**config.mk**
```make
export PLATFORM = sky130hd
export DESIGN_NAME = keccak_round_sched_flat
export DESIGN_NICKNAME = d
export VERILOG_FILES = /design/src/rtl/keccak_round_sched_pkg.sv /design/src/rtl/keccak_round_sched_if.sv /design/src/rtl/keccak_round_sched_watchdog.sv /design/src/rtl/keccak_round_sched.sv /design/src/flat_wrapper.sv
export SDC_FILE = /design/constraint.sdc
export NUM_CORES = 1
export LEC_CHECK = 0
export BUFFER_PORTS_ARGS = -buffer_cell sky130_fd_sc_hd__buf_4
export CORE_MARGIN = 2
export CORE_UTILIZATION = 35
export CTS_BUF_LIST = sky130_fd_sc_hd__clkbuf_16
export CTS_CLUSTER_SIZE = 8
export DETAILED_ROUTE_END_ITERATION = 16
export PLACE_DENSITY = 0.62
export SLEW_MARGIN = 20
export SYNTH_ARGS = -nofsm -noshare
export SYNTH_HDL_FRONTEND = slang
export SYNTH_SLANG_ARGS = --single-unit
```
**constraint.sdc**
```tcl
create_clock -name clk -period 2.15 [get_ports clk]
set_clock_uncertainty 0.1 [all_clocks]
set_input_delay 0.1075 -clock clk [delete_from_list [all_inputs] [get_ports clk]]
set_output_delay 0.1075 -clock clk [all_outputs]
set_load 0.02 [all_outputs]
```
**src/rtl/keccak_round_sched_pkg.sv**
```systemverilog
// keccak_round_sched shared package
// state encoding, step bit indices and defaults
package keccak_pkg;

   localparam int NROUNDS_DEF = 24;
   localparam int NSTEPS      = 5;

   localparam int THETA = 0;
   localparam int RHO   = 1;
   localparam int PI    = 2;
   localparam int CHI   = 3;
   localparam int IOTA  = 4;

   typedef enum logic [2:0] {
      S_IDLE,
      S_THETA,
      S_RHO,
      S_PI,
      S_CHI,
      S_IOTA,
      S_FIN,
      S_ERR
   } state_t;

   // one-hot engine bit owned by a step state, zero otherwise
   function automatic logic [NSTEPS-1:0] step_bit(input state_t s);
      logic [NSTEPS-1:0] b;
      b = '0;
      case (s)
         S_THETA: b[THETA] = 1'b1;
         S_RHO:   b[RHO]   = 1'b1;
         S_PI:    b[PI]    = 1'b1;
         S_CHI:   b[CHI]   = 1'b1;
         S_IOTA:  b[IOTA]  = 1'b1;
         default: b = '0;
      endcase
      return b;
   endfunction

endpackage

```
**src/rtl/keccak_round_sched_if.sv**
```systemverilog
// keccak_round_sched control bus
// master drives requests/completions, slave is the scheduler
interface keccak_round_sched_if;
   import keccak_pkg::*;

   logic              start;
   logic              abort;
   logic [NSTEPS-1:0] step_done;
   logic [NSTEPS-1:0] step_init;
   logic [4:0]        round;
   logic              busy;
   logic              done;
   logic              err;

   modport master (
      output start, abort, step_done,
      input  step_init, round, busy, done, err
   );

   modport slave (
      input  start, abort, step_done,
      output step_init, round, busy, done, err
   );

endinterface

```
**src/rtl/keccak_round_sched_watchdog.sv**
```systemverilog
// step_watchdog: per-step cycle counter
// count is cycles already spent, so expired marks the STEP_TO-th cycle
module step_watchdog #(
   parameter int STEP_TO = 4095
) (
   input  logic clk,
   input  logic rst,
   input  logic clear,
   input  logic enable,
   output logic expired
);

   localparam int CW = $clog2(STEP_TO + 1);

   logic [CW-1:0] count;

   assign expired = enable && (count == CW'(STEP_TO - 1));

   // restart on state entry, saturate once expired
   always_ff @(posedge clk or negedge rst) begin
      if (!rst)
         count <= '0;
      else if (clear)
         count <= '0;
      else if (enable && !expired)
         count <= count + 1'b1;
   end

endmodule

```
**src/rtl/keccak_round_sched.sv**
```systemverilog
// keccak_round_sched: sequences theta..iota per round
// with abort, watchdog timeout and sticky error
module keccak_round_sched
   import keccak_pkg::*;
#(
   parameter int NROUNDS = NROUNDS_DEF,
   parameter int STEP_TO = 4095
) (
   input logic                 clk,
   input logic                 rst,
   keccak_round_sched_if.slave bus
);

   localparam int RW = (NROUNDS > 1) ? $clog2(NROUNDS) : 1;
   localparam logic [RW-1:0] LAST = RW'(NROUNDS - 1);

   state_t            state;
   state_t            state_nxt;
   logic [RW-1:0]     rnd;
   logic [NSTEPS-1:0] init_q;
   logic              err_q;
   logic              in_step;
   logic              step_ok;
   logic              accept;
   logic              expired;

   assign in_step = state inside {S_THETA, S_RHO, S_PI, S_CHI, S_IOTA};
   assign step_ok = in_step && ((bus.step_done & step_bit(state)) != '0);
   assign accept  = (state == S_IDLE) && bus.start && !bus.abort;

   step_watchdog #(
      .STEP_TO (STEP_TO)
   ) u_wdog (
      .clk     (clk),
      .rst     (rst),
      .clear   (state_nxt != state),
      .enable  (in_step),
      .expired (expired)
   );

   // state register
   always_ff @(posedge clk or negedge rst) begin
      if (!rst)
         state <= S_IDLE;
      else
         state <= state_nxt;
   end

   // next state: abort first, then own step_done, then timeout
   always_comb begin
      state_nxt = state;
      if (state != S_IDLE && bus.abort) begin
         state_nxt = S_IDLE;
      end else begin
         unique case (state)
            S_IDLE:  if (accept) state_nxt = S_THETA;
            S_THETA: if (step_ok) state_nxt = S_RHO;
            S_RHO:   if (step_ok) state_nxt = S_PI;
            S_PI:    if (step_ok) state_nxt = S_CHI;
            S_CHI:   if (step_ok) state_nxt = S_IOTA;
            S_IOTA:  if (step_ok) state_nxt = (rnd == LAST) ? S_FIN : S_THETA;
            S_FIN:   state_nxt = S_IDLE;
            S_ERR:   state_nxt = S_ERR;
            default: state_nxt = S_IDLE;
         endcase
         if (in_step && !step_ok && expired)
            state_nxt = S_ERR;
      end
   end

   // round index, entry pulses and sticky error
   always_ff @(posedge clk or negedge rst) begin
      if (!rst) begin
         rnd    <= '0;
         init_q <= '0;
         err_q  <= 1'b0;
      end else begin
         if (accept)
            rnd <= '0;
         else if (state == S_IOTA && step_ok && !bus.abort && rnd != LAST)
            rnd <= rnd + 1'b1;
         init_q <= (state_nxt != state) ? step_bit(state_nxt) : '0;
         if (accept)
            err_q <= 1'b0;
         else if (state_nxt == S_ERR)
            err_q <= 1'b1;
      end
   end

   // outputs
   always_comb begin
      bus.step_init = init_q;
      bus.round     = 5'(rnd);
      bus.busy      = in_step || (state == S_FIN);
      bus.done      = (state == S_FIN);
      bus.err       = err_q;
   end

endmodule

```
**src/flat_wrapper.sv**
```systemverilog
// flat-port wrapper written by rule: the top's interface ports become plain ports
module keccak_round_sched_flat import keccak_pkg::*;
#(
   parameter int NROUNDS = NROUNDS_DEF,
   parameter int STEP_TO = 4095
)
  (clk, rst, bus_start, bus_abort, bus_step_done, bus_step_init, bus_round, bus_busy, bus_done, bus_err);
  keccak_round_sched_if bus_i ();
  input logic clk;
  input logic rst;
  input wire logic [$bits(bus_i.start)-1:0] bus_start;
  input wire logic [$bits(bus_i.abort)-1:0] bus_abort;
  input wire logic [$bits(bus_i.step_done)-1:0] bus_step_done;
  output wire logic [$bits(bus_i.step_init)-1:0] bus_step_init;
  output wire logic [$bits(bus_i.round)-1:0] bus_round;
  output wire logic [$bits(bus_i.busy)-1:0] bus_busy;
  output wire logic [$bits(bus_i.done)-1:0] bus_done;
  output wire logic [$bits(bus_i.err)-1:0] bus_err;
  assign bus_i.start = bus_start;
  assign bus_i.abort = bus_abort;
  assign bus_i.step_done = bus_step_done;
  assign bus_step_init = bus_i.step_init;
  assign bus_round = bus_i.round;
  assign bus_busy = bus_i.busy;
  assign bus_done = bus_i.done;
  assign bus_err = bus_i.err;
  keccak_round_sched #(.NROUNDS(NROUNDS), .STEP_TO(STEP_TO)) u_core (.clk(clk), .rst(rst), .bus(bus_i));
endmodule
```
==> reports/qor.yml <==
yosys:
  synth_seq_cells: 26
  yosysTopAreaCellShare_pct: 39.85
  syn_inst: 173
  synth_nets: 185
  synth_edf_count: 0
  yosysUniqueCellTypes: 53
  netlist_area_um2: 1633
  synth_common_cells: "dfrtp_1, nor2_1, nor2_2"
  yosysTopAreaCell: "dfrtp_1"
  yosysMostFrequentCell: "dfrtp_1"
  postSynthAreaPerCell_um2: 9.438
  async_reset_ff_share_pct: 100.0
  synth_top_flop_cell: "dfrtp_1"
  ys_seq_area_share_pct: 39.85
  synth_area_leaders: "dfrtp_1, xor2_1, nor2_2"
  yosys_warnings: 0
worst_setup_path:
  crit_arrival_ns: 2.53
  r2r-start: "u_core.state[2]$_DFF_PN0_"
  critPathRequiredTime_ns: 2.25
  worstSetupPathType: "register to register"
  startpoint_type: "register"
  reg2reg_to: "u_core.bus.round[2]$_DFFE_PN0P_"
  ff2ff_path_depth: 10
  reg2reg_slack_ns: -0.28
  endpoint_kind: "register"
  crit_path_max_fanout: 6
sta:
  fin_ws_ns: -0.2797
  finalSetupViolations: 18
  fin_crit_sh_pct: 113.0
  rsz0062_at_grt: "yes"
  tightest_slew_ns: 0.3525
  fmax_mhz: 411.6
  slew_headroom_pct: 76.40
  drv_slew: 0
  layout_min_cycle_time_ns: 2.430
  hold_violations: 0
power_and_ir_drop:
  pwr-share-comb_pct: 54.9
  ir_worst_vdd_uv: 510.4
  sw_frac_of_total_pct: 37.09
  power_density_nw_per_um2: 855.4
  p_leak_nw: 1.225
  seqPwrFrac_pct: 26.0
  p_switching_mw: 0.8157
  power_frac_clock_pct: 19.1
  p_int_mw: 1.384
floorplan:
  core-area_um2: 4414
  rows: 24
  fp.dieW_um: 72.30
  pin_count: 22
  die_y_um: 72.30
  die_area_um2: 5227
  start_util_pct: 36.99
drt:
  drt_iter0_drc: 75
  ant_nets: 0
  drtPass1Iterations: 5
  drt-vias-per-instance: 5.220
  wl_per_cell_um: 15.19
  finalWirelength_um: 4618
  drc: 0
  via_count: 1587
grt:
  grt_pass1_vias: 1615
  grt_usage_pct: 17.82
  grt_max_degree: 27
  grt_pass1_wl_um: 7341
  antenna_found_initial: 0
  grt.overflow.total: 0
final_layout:
  utilization_pct: 58.25
  area_growth_pct: 57.47
  fillCellCount: 385
  nNetsFinal: 265
  diodes: 0
  drive_gt1_share_pct: 54.37
place:
  place_congestion: 0.8648
  dp_hpwl_um: 2976
  dp_slack_ns: -0.2052
  port_buffers: 21
outcome:
  violations: "negative setup slack"
  status: "finished with violations"
clock_tree:
  cts.clk_slew.worst_paths_ns: 0.07
  cts_tree: "built"
  clock-root-buffer: "clkbuf_16"
  htree_levels: 1
  insertion_delay_ns: 0.26
  cts_buffers: 3
  cts_buffer_depth: 2
  numClockSinks: 26
hold_path:
  whs_endpoint: "u_core.state[0]$_DFF_PN0_"
  hold_depth: 2
  min_path_type: "input port to register"
  min_from: "bus_abort"
job:
  maxCapViolCount: 0
==> per-stage QoR <==
stage                     area, um^2  hold slack, ns  TNS (ns)  instances  power, mW
final                           2571         0.03145    -3.060        304      2.199
after global routing            2571         0.04448    -4.552        304      2.327
after CTS                       2371         0.04488   -0.9480        294      1.969
after detailed placement        2165        -0.05783    -2.234        284      1.452
after global placement          2165        -0.05341    -1.957        284      1.454
after floorplan                 1652         -0.2881         0        173      1.088
==> sequential cells by signal, summed over array words and instances (netlist names) <==
name / count
u_core.bus.round: 5
u_core.state: 3
u_core.u_wdog.count: 12
u_core.bus.err: 1
u_core.bus.step_init: 5
==> worst max-delay path, cell delays in order, from the launching register on <==
cell,delay (ns)
dfrtp_2,0.41
buf_2,0.18
nor3b_2,0.18
a21oi_1,0.07
o32ai_2,0.32
o21bai_4,0.18
mux2i_2,0.26
a211oi_2,0.05
buf_4,0.16
or3_4,0.33
a21oi_2,0.11
==> metal layers <==
layer | routed length [um] | global-route usage (%)
met1 | 2137 | 24.04
met2 | 2201 | 28.54
met3 | 218 | 3.333
met4 | 61 | 6.499
met5 | 0 | 0
==> worst max-delay path by stage <==
stage / from / to / cells past startpoint
after CTS: u_core.state[0]$_DFF_PN0_ / u_core.bus.round[2]$_DFFE_PN0P_ / 9
after global routing: u_core.state[2]$_DFF_PN0_ / u_core.bus.round[4]$_DFFE_PN0P_ / 10
after detailed placement: u_core.state[2]$_DFF_PN0_ / u_core.bus.round[4]$_DFFE_PN0P_ / 8
after global placement: u_core.state[2]$_DFF_PN0_ / u_core.bus.round[4]$_DFFE_PN0P_ / 8
after floorplan: u_core.u_wdog.count[0]$_DFFE_PN0P_ / u_core.u_wdog.count[10]$_DFFE_PN0P_ / 9
final: u_core.state[2]$_DFF_PN0_ / u_core.bus.round[2]$_DFFE_PN0P_ / 10
==> repair_timing <==
action                                  in CTS  in global routing
hold buffers                                 1                  0
setup buffers                                5                 12
pin swaps                                   13                 18
endpoints found under the setup margin      19                 22
endpoints found under the hold margin       26                  0
gates resized for setup                     17                 27
==> cell usage in the layout (no fill, tap or decap), drive strengths merged, types with 2 or more instances in the layout <==
cell     n
a211o    3
a211oi   2
a21o     2
a21oi    9
a31o     2
a31oi    3
and2     4
and3     5
and4     2
and4b    3
buf     82
clkbuf   3
dfrtp   26
ha       3
inv      6
mux2i    2
nand2   10
nand2b   2
nand3   10
nand4    3
nor2    22
nor2b    3
nor3     6
nor3b    2
o211ai   2
o21ai    5
or3      3
xnor2    3
xor2    10
==> cell type report <==
| cell class | instances | area (um^2) | share of cell area (%) |
|---|---|---|---|
| clock buffer | 3 | 75.07 | 2.920 |
| sequential | 26 | 655.6 | 25.50 |
| inverter | 5 | 18.77 | 0.7299 |
| timing repair buffer | 83 | 645.6 | 25.11 |
| multi-input combinational | 134 | 1107 | 43.07 |
| clock inverter | 1 | 3.754 | 0.1460 |
| tap | 52 | 65.06 | 2.530 |
==> cells by family (layout without fill, tap and decap cells) <==
family / Yosys count / count (layout) / synth area share [%]
and+or+nand+nor: 81 / 81 / 29.96
xor gates and xnor gates: 13 / 13 / 6.973
buffers and inverters: 13 / 92 / 4.291
DFF: 26 / 26 / 39.85
AOI/OAI and AO/OA: 34 / 34 / 14.48
muxes: 3 / 3 / 2.145
adders and majority gates: 3 / 3 / 2.299
==> power groups by stage <==
stage / registers [mW] / clock network (mW) / logic (mW)
after floorplan: 0.594 / 0 / 0.494
after global placement: 0.576 / 0 / 0.878
after detailed placement: 0.578 / 0 / 0.874
after CTS: 0.571 / 0.432 / 0.966
after global routing: 0.578 / 0.457 / 1.29
final: 0.572 / 0.421 / 1.21
Power figures use the tool's default switching activity.
